**config.mk**
```make
export PLATFORM = sky130hd
export DESIGN_NAME = ec_miter_ctrl
export DESIGN_NICKNAME = d
export VERILOG_FILES = /design/src/rtl/ec_miter_ctrl.sv
export SDC_FILE = /design/constraint.sdc
export NUM_CORES = 1
export LEC_CHECK = 0
export ABC_CLOCK_PERIOD_IN_PS = 2400
export BUFFER_PORTS_ARGS = -buffer_cell sky130_fd_sc_hd__buf_2
export CAP_MARGIN = 20
export CORE_ASPECT_RATIO = 1.4
export CORE_UTILIZATION = 50
export DETAILED_ROUTE_END_ITERATION = 7
export PLACE_DENSITY = 0.76
export RECOVER_POWER = 50
export SLEW_MARGIN = 20
export SYNTH_ARGS = -nofsm -noshare
export SYNTH_HDL_FRONTEND = slang
export SYNTH_SLANG_ARGS = --single-unit
export TNS_END_PERCENT = 100
```
**constraint.sdc**
```tcl
create_clock -name clk -period 2.4 [get_ports clk]
set_input_delay 0.36 -clock clk [delete_from_list [all_inputs] [get_ports clk]]
set_output_delay 0.36 -clock clk [all_outputs]
set_load 0.005 [all_outputs]
```
**src/rtl/ec_miter_ctrl.sv**
```systemverilog
// Equivalence-miter sequencer: warm-up, exhaustive 2^NIN stimulus sweep, LAT-aligned golden/revised compare, summary.
// All outputs registered; done lands WARM+2^NIN+LAT+1 cycles after start. No backpressure; abort ends a run early.
module ec_miter_ctrl #(
  parameter int NIN  = 2,
  parameter int LAT  = 1,
  parameter int WARM = 2,
  parameter int CW   = 8
) (
  input  logic           clk,
  input  logic           rst,
  input  logic           start,
  input  logic           abort,
  input  logic           gld_x,
  input  logic           rvs_x,
  output logic [NIN-1:0] stim,
  output logic           busy,
  output logic           done,
  output logic           pass,
  output logic [CW-1:0]  mism_cnt,
  output logic           fail_valid,
  output logic [NIN-1:0] first_fail
);

  typedef enum logic [2:0] {S_IDLE, S_WARM, S_RUN, S_DRAIN, S_DONE} state_t;

  localparam logic [31:0] NVEC_M1 = 32'((1 << NIN) - 1);
  localparam logic [31:0] WARM_M1 = 32'(WARM - 1);
  localparam logic [31:0] LAT_M1  = 32'(LAT - 1);

  state_t         state_q, state_d;
  logic [31:0]    cnt_q, cnt_d;
  logic [NIN-1:0] stim_q, stim_d;
  logic           busy_q, busy_d;
  logic           done_q, done_d;
  logic           pass_q, pass_d;
  logic [CW-1:0]  mism_q, mism_d;
  logic           fv_q, fv_d;
  logic [NIN-1:0] ff_q, ff_d;
  logic           sr_vld_q [LAT];
  logic [NIN-1:0] sr_vec_q [LAT];
  logic           in_run, abort_hit, cmp_en;

  always_comb begin
    state_d   = state_q;
    cnt_d     = cnt_q;
    pass_d    = pass_q;
    mism_d    = mism_q;
    fv_d      = fv_q;
    ff_d      = ff_q;
    in_run    = (state_q == S_WARM) || (state_q == S_RUN) || (state_q == S_DRAIN);
    abort_hit = in_run && abort;
    // An abort discards whatever compare would have landed on this edge.
    cmp_en    = sr_vld_q[LAT-1] && in_run && !abort;

    if (cmp_en && (gld_x != rvs_x)) begin
      if (mism_q != {CW{1'b1}}) mism_d = mism_q + 1'b1;
      if (!fv_q) begin
        fv_d = 1'b1;
        ff_d = sr_vec_q[LAT-1];
      end
    end

    case (state_q)
      S_IDLE: if (start) begin
        pass_d  = 1'b0;
        mism_d  = '0;
        fv_d    = 1'b0;
        ff_d    = '0;
        cnt_d   = '0;
        state_d = (WARM == 0) ? S_RUN : S_WARM;
      end
      S_WARM: begin
        cnt_d = cnt_q + 32'd1;
        if (cnt_q == WARM_M1) begin
          cnt_d   = '0;
          state_d = S_RUN;
        end
      end
      S_RUN: begin
        cnt_d = cnt_q + 32'd1;
        if (cnt_q == NVEC_M1) begin
          cnt_d   = '0;
          state_d = S_DRAIN;
        end
      end
      S_DRAIN: begin
        cnt_d = cnt_q + 32'd1;
        if (cnt_q == LAT_M1) begin
          cnt_d   = '0;
          state_d = S_DONE;
          pass_d  = !fv_d;
        end
      end
      S_DONE:  state_d = S_IDLE;
      default: state_d = S_IDLE;
    endcase

    if (abort_hit) begin
      state_d = S_DONE;
      cnt_d   = '0;
      pass_d  = 1'b0;
    end

    // Outputs are registered from next state so they line up with the state they describe.
    stim_d = (state_d == S_RUN) ? cnt_d[NIN-1:0] : '0;
    busy_d = (state_d == S_WARM) || (state_d == S_RUN) || (state_d == S_DRAIN);
    done_d = (state_d == S_DONE);
  end

  always_ff @(posedge clk) begin
    if (rst) begin
      state_q <= S_IDLE;
      cnt_q   <= '0;
      stim_q  <= '0;
      busy_q  <= 1'b0;
      done_q  <= 1'b0;
      pass_q  <= 1'b0;
      mism_q  <= '0;
      fv_q    <= 1'b0;
      ff_q    <= '0;
      for (int i = 0; i < LAT; i++) begin
        sr_vld_q[i] <= 1'b0;
        sr_vec_q[i] <= '0;
      end
    end else begin
      state_q <= state_d;
      cnt_q   <= cnt_d;
      stim_q  <= stim_d;
      busy_q  <= busy_d;
      done_q  <= done_d;
      pass_q  <= pass_d;
      mism_q  <= mism_d;
      fv_q    <= fv_d;
      ff_q    <= ff_d;
      if (abort_hit) begin
        for (int i = 0; i < LAT; i++) begin
          sr_vld_q[i] <= 1'b0;
          sr_vec_q[i] <= '0;
        end
      end else begin
        for (int i = LAT - 1; i > 0; i--) begin
          sr_vld_q[i] <= sr_vld_q[i-1];
          sr_vec_q[i] <= sr_vec_q[i-1];
        end
        // Only vectors presented during RUN are tagged for comparison.
        sr_vld_q[0] <= (state_q == S_RUN);
        sr_vec_q[0] <= stim_q;
      end
    end
  end

  assign stim       = stim_q;
  assign busy       = busy_q;
  assign done       = done_q;
  assign pass       = pass_q;
  assign mism_cnt   = mism_q;
  assign fail_valid = fv_q;
  assign first_fail = ff_q;

endmodule

```
==> results summary, run 1 <==
Summing all placed instances gives a cell area of 2780 µm². The analysis attributes to net switching a power of 0.525 mW. The clock passes through at most 2 buffers.

The number of global-route vias before repair is 2123. The maximum net fanout on the critical path came out at 14. Counting stages on the worst path, the most repeated cell is sky130_fd_sc_hd__nor2_1. The number of antenna violations at the first check in global routing is 0.

For this design the static power due to leakage is 0.997 nW. The mapped cell area is 2560 µm². The total overflow reported by the global router is 0. The number of warnings printed during yosys synthesis is 0. The number of buffer and inverter stages on the critical path came out at 0. The max-slew violation count is 0. The delay contributed by the slowest stage of the critical path came out at 0.74 ns.

Setup repair after global routing left no endpoint under its margin. CTS placed an instance of sky130_fd_sc_hd__clkbuf_8 at the clock tree root. STA puts the critical path data arrival time at 2.34 ns.

The path length in cells of the critical path came out at 5. The synthesized design contains 54 register bits. The startpoint of the worst-slack reg-to-reg timing path is state_q[1].

The kind of critical path is flip-flop to flip-flop. In this run the remaining antenna-violating nets after routing total 0. The number of cell instances on the worst register-to-register path is 5.

The clock latency reported for the late side of the worst-skew pair is 0.31 ns. The share of power burned in the clock network is 33.1%. The register area share after synthesis came out at 43.4%. The clock net sink count came out at 54. The sequential cell fraction of total power came out at 50.5%.

Tracing the worst setup path back leads to its startpoint at state_q[1]. Counting every instance in the synthesized netlist gives 300. The highest attainable clock frequency is 469 MHz. The worst vdd rail ir drop came out at 0.421 mV.

Cells fill 59.1% of the core in the end. TritonCTS built the clock tree. After clock tree synthesis, the clock-pin slew on the worst setup and hold paths is 0.10 ns. Among all stages on the critical path, the largest delay is contributed by sky130_fd_sc_hd__or4_1. The average cell area after synthesis came out at 8.52 µm². The fraction of registers with async set or reset after synthesis came out at 0%. The number of unique standard cell types used by synthesis came out at 44. The number of levels in the clock H-tree came out at 2.

The synthesized design contains 3 enable-type register cells. The die boundary height came out at 86.6 µm. The post-cts resize count came out at 0.

The routed wire length came out at 5210 µm. The minimum setup slack after placement is 0.256 ns. The largest net degree at the start of global routing is 30. Max-cap violations in this run came to 0. The worst endpoint required time came out at 2.61 ns. The area growth from synthesis to layout is 12.7%. The share of final-layout standard cells stronger than drive strength 1 is 11.7%. The fill cell total of the finished layout is 457.

The setup clock skew after layout is 0.0122 ns. The starting density of the core came out at 52.4%. The flow ran to the end, and the final reports show no timing, DRC or antenna violations. The top flip-flop cell by instance count after synthesis is sky130_fd_sc_hd__dfxtp_1.

The antenna cell count is 0. The final routed wire length divided by cell count is 13.4 µm. The detailed-routing iteration count for the pre-antenna-repair pass is 4. Setup violations remaining at the end of the flow were counted as 0.

The number of hold buffers added after CTS was 0. The minimum setup slack in the final design came out at 0.270 ns. The power per standard cell area came out at 663 nW/µm². The final non-filler cell area is 2880 µm².

Traced cell by cell, the critical path runs through nor2_1 -> or4_1 -> nor4_1 -> mux2i_1 -> nor2_1. The HPWL after detailed placement is 3680 µm. Routability-driven placement finished with a final weighted congestion of 0.851. The die is 62.4 µm wide. The minimum hold slack is 0.272 ns. The routed via count is 2175. 22 I/O pins were placed.

Combinational logic is responsible for 16.4% of the overall power. The routed design could run at a clock period as short as 2.13 ns. The floorplan step defined a die boundary enclosing 5410 µm².

The total CTS buffers came out at 5. The initial DRC count came out at 123. The endpoint of the lowest-slack register-to-register path is mism_cnt[7]. The final-report hold violation count was 0. At the end of the flow, the number of nets in the layout was 335. The worst slew margin relative to its limit is 59.4%. The reg-to-reg setup timing slack came out at 0.27 ns. The cell-internal power is 1.39 mW. The kind of cell with the highest combined delay along the critical path is simple AND/OR/NAND/NOR gates.

The wire length of the first global-routing pass is 9070 µm. The via density per instance is 5.58. In this run the standard cell core region covers 4880 µm². The count of unresolved DRC violations after routing came out at 0. In this run the worst hold path is classified as input pin to flip-flop. The final clock period utilization by the worst path is 88.8%. The number of standard-cell rows in the floorplan came out at 30. The buffer count from post-CTS setup fixing came out at 0. The fraction of power spent switching nets is 27.5%. The worst setup path is captured at a flip-flop. Port buffering added 21 buffers. The setup TNS is 0 ns. In this run the worst setup path terminates at mism_cnt[7]. The worst setup path is launched from a flip-flop. The actual transition at the worst max-transition pin came out at 0.604 ns. The total routing usage reported by global routing came out at 21.1%.
[routing by layer]
metal / wire [µm] / vias up / GRT usage [%]
li1: - / 1097 / -
met1: 2150 / 1017 / 22.1
met2: 2720 / 46 / 39.4
met3: 185 / 15 / 4.47
met4: 157 / 0 / 10.8
met5: 0 / - / 0
[cells in the mapped netlist (2+ instances only)]
library cell / number / share of area [%]
sky130_fd_sc_hd__nor2_1: 48 / 7.0
sky130_fd_sc_hd__o21a_1: 2 / 0.59
sky130_fd_sc_hd__and2_1: 3 / 0.73
sky130_fd_sc_hd__and4_1: 5 / 1.7
sky130_fd_sc_hd__dfxtp_1: 51 / 40
sky130_fd_sc_hd__ha_1: 4 / 2.0
sky130_fd_sc_hd__clkbuf_1: 7 / 1.0
sky130_fd_sc_hd__nand2b_1: 2 / 0.49
sky130_fd_sc_hd__xor2_1: 25 / 8.6
sky130_fd_sc_hd__nand3_1: 13 / 2.5
sky130_fd_sc_hd__a211oi_1: 3 / 0.88
sky130_fd_sc_hd__or2_2: 2 / 0.49
sky130_fd_sc_hd__nand4_1: 16 / 3.9
sky130_fd_sc_hd__nor3_1: 9 / 1.8
sky130_fd_sc_hd__nor4_1: 12 / 2.9
sky130_fd_sc_hd__nor4b_1: 2 / 0.69
sky130_fd_sc_hd__o21ai_0: 9 / 1.8
sky130_fd_sc_hd__nor4b_2: 2 / 1.2
sky130_fd_sc_hd__inv_1: 8 / 1.2
sky130_fd_sc_hd__edfxtp_1: 3 / 3.5
sky130_fd_sc_hd__and3_1: 4 / 0.98
sky130_fd_sc_hd__nand2_1: 24 / 3.5
sky130_fd_sc_hd__a21oi_1: 10 / 2.0
sky130_fd_sc_hd__nand4b_1: 2 / 0.69
sky130_fd_sc_hd__a31oi_1: 4 / 0.98
sky130_fd_sc_hd__buf_2: 5 / 0.98
sky130_fd_sc_hd__xnor2_1: 8 / 2.7
[through the flow]
stage	std cells	total power [mW]
6_report	390	1.91
5_1_grt	390	2.00
4_1_cts	390	1.93
3_5_place_dp	382	1.30
3_3_place_gp	382	1.30
2_1_floorplan	302	1.19
[power by group through the flow]
| stage | logic (mW) | registers, mW | clock network, mW |
|---|---|---|---|
| 2_1_floorplan | 0.214 | 0.980 | 0 |
| 5_1_grt | 0.349 | 0.973 | 0.681 |
| 4_1_cts | 0.320 | 0.965 | 0.642 |
| 3_5_place_dp | 0.318 | 0.986 | 0 |
| 3_3_place_gp | 0.315 | 0.985 | 0 |
| 6_report | 0.313 | 0.965 | 0.631 |
[final cells by class]
class | count | area [µm²] | area share, %
clock buffer | 7 | 86.3 | 2.99
clock inverter | 1 | 30.0 | 1.04
inverter | 8 | 30.0 | 1.04
multi-input combinational | 226 | 1370 | 47.7
sequential | 54 | 1110 | 38.5
tap | 64 | 80.1 | 2.78
timing repair buffer | 30 | 171 | 5.95
[worst register-to-register path, stage by stage (launching register included)]
cell and delay [ns]:
sky130_fd_sc_hd__dfxtp_1 0.46, sky130_fd_sc_hd__nor2_1 0.11, sky130_fd_sc_hd__or4_1 0.74, sky130_fd_sc_hd__nor4_1 0.43, sky130_fd_sc_hd__mux2i_1 0.24, sky130_fd_sc_hd__nor2_1 0.05
[registers in the layout (all words and copies together), names as in the netlist]
register and cells:
busy 1, state_q 3, done 1, sr_vld_q 1
first_fail 2, pass 1, mism_cnt 8, sr_vec_q 2
stim 2, fail_valid 1, cnt_q 32
[kinds of logic after synthesis]
kind of cell	synth area share, %
AND/OR/NAND/NOR	31.0
flip-flops	43.4
AO/OA/AOI/OAI	8.07
XOR/XNOR	11.3
buffers and inverters	3.67
adder cells (fa/ha/maj)	1.96
other	0.147
multiplexers	0.391
[worst min-delay path by stage]
| stage | start | end | slack [ns] | depth (start not counted) |
|---|---|---|---|---|
| after floorplan | rst | done | 0.43 | 1 |
| after global placement | first_fail[0] | first_fail[0] | 0.46 | 2 |
| after detailed placement | first_fail[1] | first_fail[1] | 0.47 | 2 |
| after CTS | rst | state_q[2] | 0.26 | 2 |
| after global routing | rst | state_q[2] | 0.27 | 2 |
| final | rst | state_q[2] | 0.27 | 2 |
[layout by cell type (no fill, tap or decap), drive strengths merged, types with 3 or more instances in the layout]
| cell | Yosys | final |
|---|---|---|
| nor4b | 4 | 4 |
| a21oi | 10 | 10 |
| a31oi | 4 | 4 |
| xor2 | 25 | 25 |
| inv | 8 | 8 |
| ha | 4 | 4 |
| and4 | 5 | 5 |
| conb | 1 | 3 |
| nor2 | 48 | 48 |
| a211oi | 3 | 3 |
| clkbuf | 8 | 14 |
| nand2 | 24 | 24 |
| nand3 | 13 | 13 |
| dfxtp | 51 | 51 |
| xnor2 | 8 | 8 |
| and3 | 4 | 4 |
| nand4 | 16 | 16 |
| o21ai | 9 | 9 |
| buf | 6 | 23 |
| nor3 | 10 | 10 |
| edfxtp | 3 | 3 |
| nor4 | 13 | 13 |
| and2 | 3 | 3 |
Power figures use the tool's default switching activity.
==> inputs of run 2 (changes only) <==
--- a/config.mk
+++ b/config.mk
@@ -9,9 +9,9 @@
 export BUFFER_PORTS_ARGS = -buffer_cell sky130_fd_sc_hd__buf_2
 export CAP_MARGIN = 20
 export CORE_ASPECT_RATIO = 1.4
-export CORE_UTILIZATION = 50
+export CORE_UTILIZATION = 35
 export DETAILED_ROUTE_END_ITERATION = 7
-export PLACE_DENSITY = 0.76
+export PLACE_DENSITY = 0.59
 export RECOVER_POWER = 50
 export SLEW_MARGIN = 20
 export SYNTH_ARGS = -nofsm -noshare
==> run 2 against run 1 <==
Effect of this change: wire length up 2.2%; cell count up 7.4%; fmax up 1.8%; sequential share of layout area down 0.28 points; design area up 0.74%; global-route usage down 5.9 points; critical path type unchanged; critical endpoint unchanged.
==> results summary, run 2 (synthesis gave the netlist of run 1 again) <==
The flow ran to the end, and the final reports show no timing, DRC or antenna violations. The buffer count from post-CTS setup fixing came out at 0 (unchanged). The actual transition at the worst max-transition pin came to 0.645 ns (+0.0410 ns). The clock latency reported for the late side of the worst-skew pair came to 0.31 ns (about the same). The startpoint of the worst-slack reg-to-reg timing path is state_q[1]. The number of flip-flops under the largest register name is 32 (unchanged). The number of buffers inserted by port buffering came to 21 (unchanged). The maximum net fanout on the critical path came out at 14 (unchanged). The number of antenna violations at the first check in global routing was 0 (unchanged). The die boundary height came out at 103 µm (+19%).

The worst slew margin relative to its limit was 56.6% (-2.8 points). The largest net degree at the start of global routing is 30 (unchanged). The clock net sink count came to 54 (unchanged). Compared with the post-synthesis result, the final layout area differs by 13.6%. The clock period minus worst slack is 2.09 ns (-0.0381 ns). The total routing usage reported by global routing is 15.2% (-5.9 points).

The power per standard cell area is 660 nW/µm² (-0.45%). The post-route antenna net violation count came out at 0 (unchanged). The setup clock skew after layout is 0.00862 ns (-0.00360 ns). The final-report hold violation count came out at 0 (unchanged). The area enclosed by the die boundary came to 7660 µm² (+42%). The count of unresolved DRC violations after routing came to 0 (unchanged). The width of the die came out at 74.2 µm (+19%). The starting density of the core is 36.4% (-16 points). TritonCTS built the clock tree. The number of max-cap violations is 0 (unchanged). The most numerous cell type found on the critical path is sky130_fd_sc_hd__nor2_1.

The minimum setup slack in the final design is 0.308 ns (+0.0381 ns). The clock-pin slew on the worst setup and hold paths came out at 0.10 ns (about the same). The routed wire length is 5330 µm (+2.2%). The worst-case clock buffer depth came out at 2 (unchanged).

The number of levels in the clock H-tree is 2 (unchanged). The detailed-routing iteration count for the pre-antenna-repair pass came out at 4 (unchanged). The share of final-layout standard cells stronger than drive strength 1 came to 9.88% (-1.8 points). The delay contributed by the slowest stage of the critical path is 0.74 ns (about the same). The post-cts resize count came to 0 (unchanged). The worst vdd rail ir drop is 0.311 mV (-26%). The final clock period utilization by the worst path is 87.2% (-1.6 points). The total overflow reported by the global router was 0 (unchanged). Setup repair after global routing left no endpoint under its margin.

The worst endpoint required time came out at 2.60 ns (about the same). The number of buffers added to fix hold violations after cts came to 0 (unchanged). The data arrival time at the worst-slack endpoint is 2.29 ns (-0.05 ns). The via density per instance came out at 5.16 (-7.6%).

In the layout the commonest cells are 51 x sky130_fd_sc_hd__dfxtp_1, 48 x sky130_fd_sc_hd__nor2_1, 25 x sky130_fd_sc_hd__xor2_1. The routability-driven placement congestion ratio came out at 0.796 (-6.4%). The setup TNS is 0 ns (unchanged).

CTS placed an instance of sky130_fd_sc_hd__clkbuf_8 at the clock tree root. The worst hold path class is input pin to flip-flop. STA classifies the critical path startpoint as a flip-flop. The highest attainable clock frequency is 478 MHz (+1.8%). The placeable core region came out at 7030 µm² (+44%). The total CTS buffers is 5 (unchanged). The critical path goes through nor2_1 -> or4_1 -> nor4_1 -> mux2i_1 -> nor2_1. The setup path with the least slack is of type flip-flop to flip-flop.

The minimum setup slack after placement is 0.327 ns (+0.0707 ns). The number of standard-cell rows in the floorplan is 36 (+20%). The leakage power summed over all cells is 0.968 nW (-2.9%).

The boundary pin count is 22 (unchanged). The commonest non-fill, non-tap cell in the layout is sky130_fd_sc_hd__dfxtp_1. The startpoint of the worst hold path is rst. The initial DRC count is 72 (-41%). The half-perimeter wire length after detailed placement is 3690 µm (+0.50%). cnt_q holds more flip-flops than any other register.

The routed via count came out at 2160 (-0.69%). The antenna cell count came out at 0 (unchanged). The worst setup path is captured at a flip-flop. The max-slew violation count was 0 (unchanged).

The final routed wire length divided by cell count came out at 12.7 µm (-4.9%). The fill cell total of the finished layout is 735 (+61%). The reg-to-reg setup timing slack came out at 0.31 ns (+0.04 ns).

The net total in the final layout is 333 (-0.60%). The setup-violating endpoint count in the final report is 0 (unchanged). For this design, the slowest cell found on the critical path is sky130_fd_sc_hd__or4_1.

The number of global-route vias before repair is 2032 (-4.3%). The wire length of the first global-routing pass is 9020 µm (-0.61%). The most critical setup path has its startpoint at state_q[1].
-- run 2: cell count changes in the layout (fill, tap and decap cells not counted) --
cell,change
sky130_fd_sc_hd__buf_4,-1
sky130_fd_sc_hd__buf_2,-5
sky130_fd_sc_hd__clkbuf_1,+4
-- run 2: area by class of cell --
cell class / count / area, µm² / share of cell area [%]
Clock buffer: 7 / 86.3 / 2.97
Multi-Input combinational cell: 226 / 1370 / 47.3
Inverter: 8 / 30.0 / 1.03
Tap cell: 95 / 119 / 4.09
Timing Repair Buffer: 28 / 154 / 5.30
Clock inverter: 1 / 30.0 / 1.03
Sequential cell: 54 / 1110 / 38.3
-- run 2: where the power goes --
part	switching (mW)	internal [mW]	total, mW
Combinational	0.203	0.110	0.313
Clock	0.296	0.341	0.637
Sequential	0.0314	0.934	0.966
-- run 2: layer usage --
metal | wire length [µm] | track usage [%] | part of all wire, % | up-vias
li1 | - | - | - | 1101
met1 | 2380 | 17.3 | 45 | 1010
met2 | 2680 | 27.5 | 50 | 43
met3 | 185 | 2.64 | 3.5 | 6
met4 | 85 | 6.68 | 1.6 | 0
met5 | 0 | 0 | 0 | -
-- run 2: final timing paths --
path                            cells after the start     endpoint
worst min register to register                      2    cnt_q[31]
worst max-delay path                                5  mism_cnt[7]
worst max register to register                      5  mism_cnt[7]
worst min-delay path                                2         done
-- run 2: critical path: cells and delay by family (launching register included) --
| kind | cells | cell delay, ns |
|---|---|---|
| and+or+nand+nor | 4 | 1.29 |
| DFF | 1 | 0.47 |
| muxes | 1 | 0.22 |
-- run 2: stage by stage --
step	instance area (µm²)	utilization (%)	power [mW]	cells	hold WS, ns
finish	2900	41.3	1.92	419	0.251
CTS	2920	41.6	1.95	419	0.245
floorplan	2560	-	1.19	302	0.433
global placement	2800	39.9	1.30	411	0.478
detailed placement	2800	39.9	1.30	411	0.484
global route	2900	41.3	2.03	419	0.248
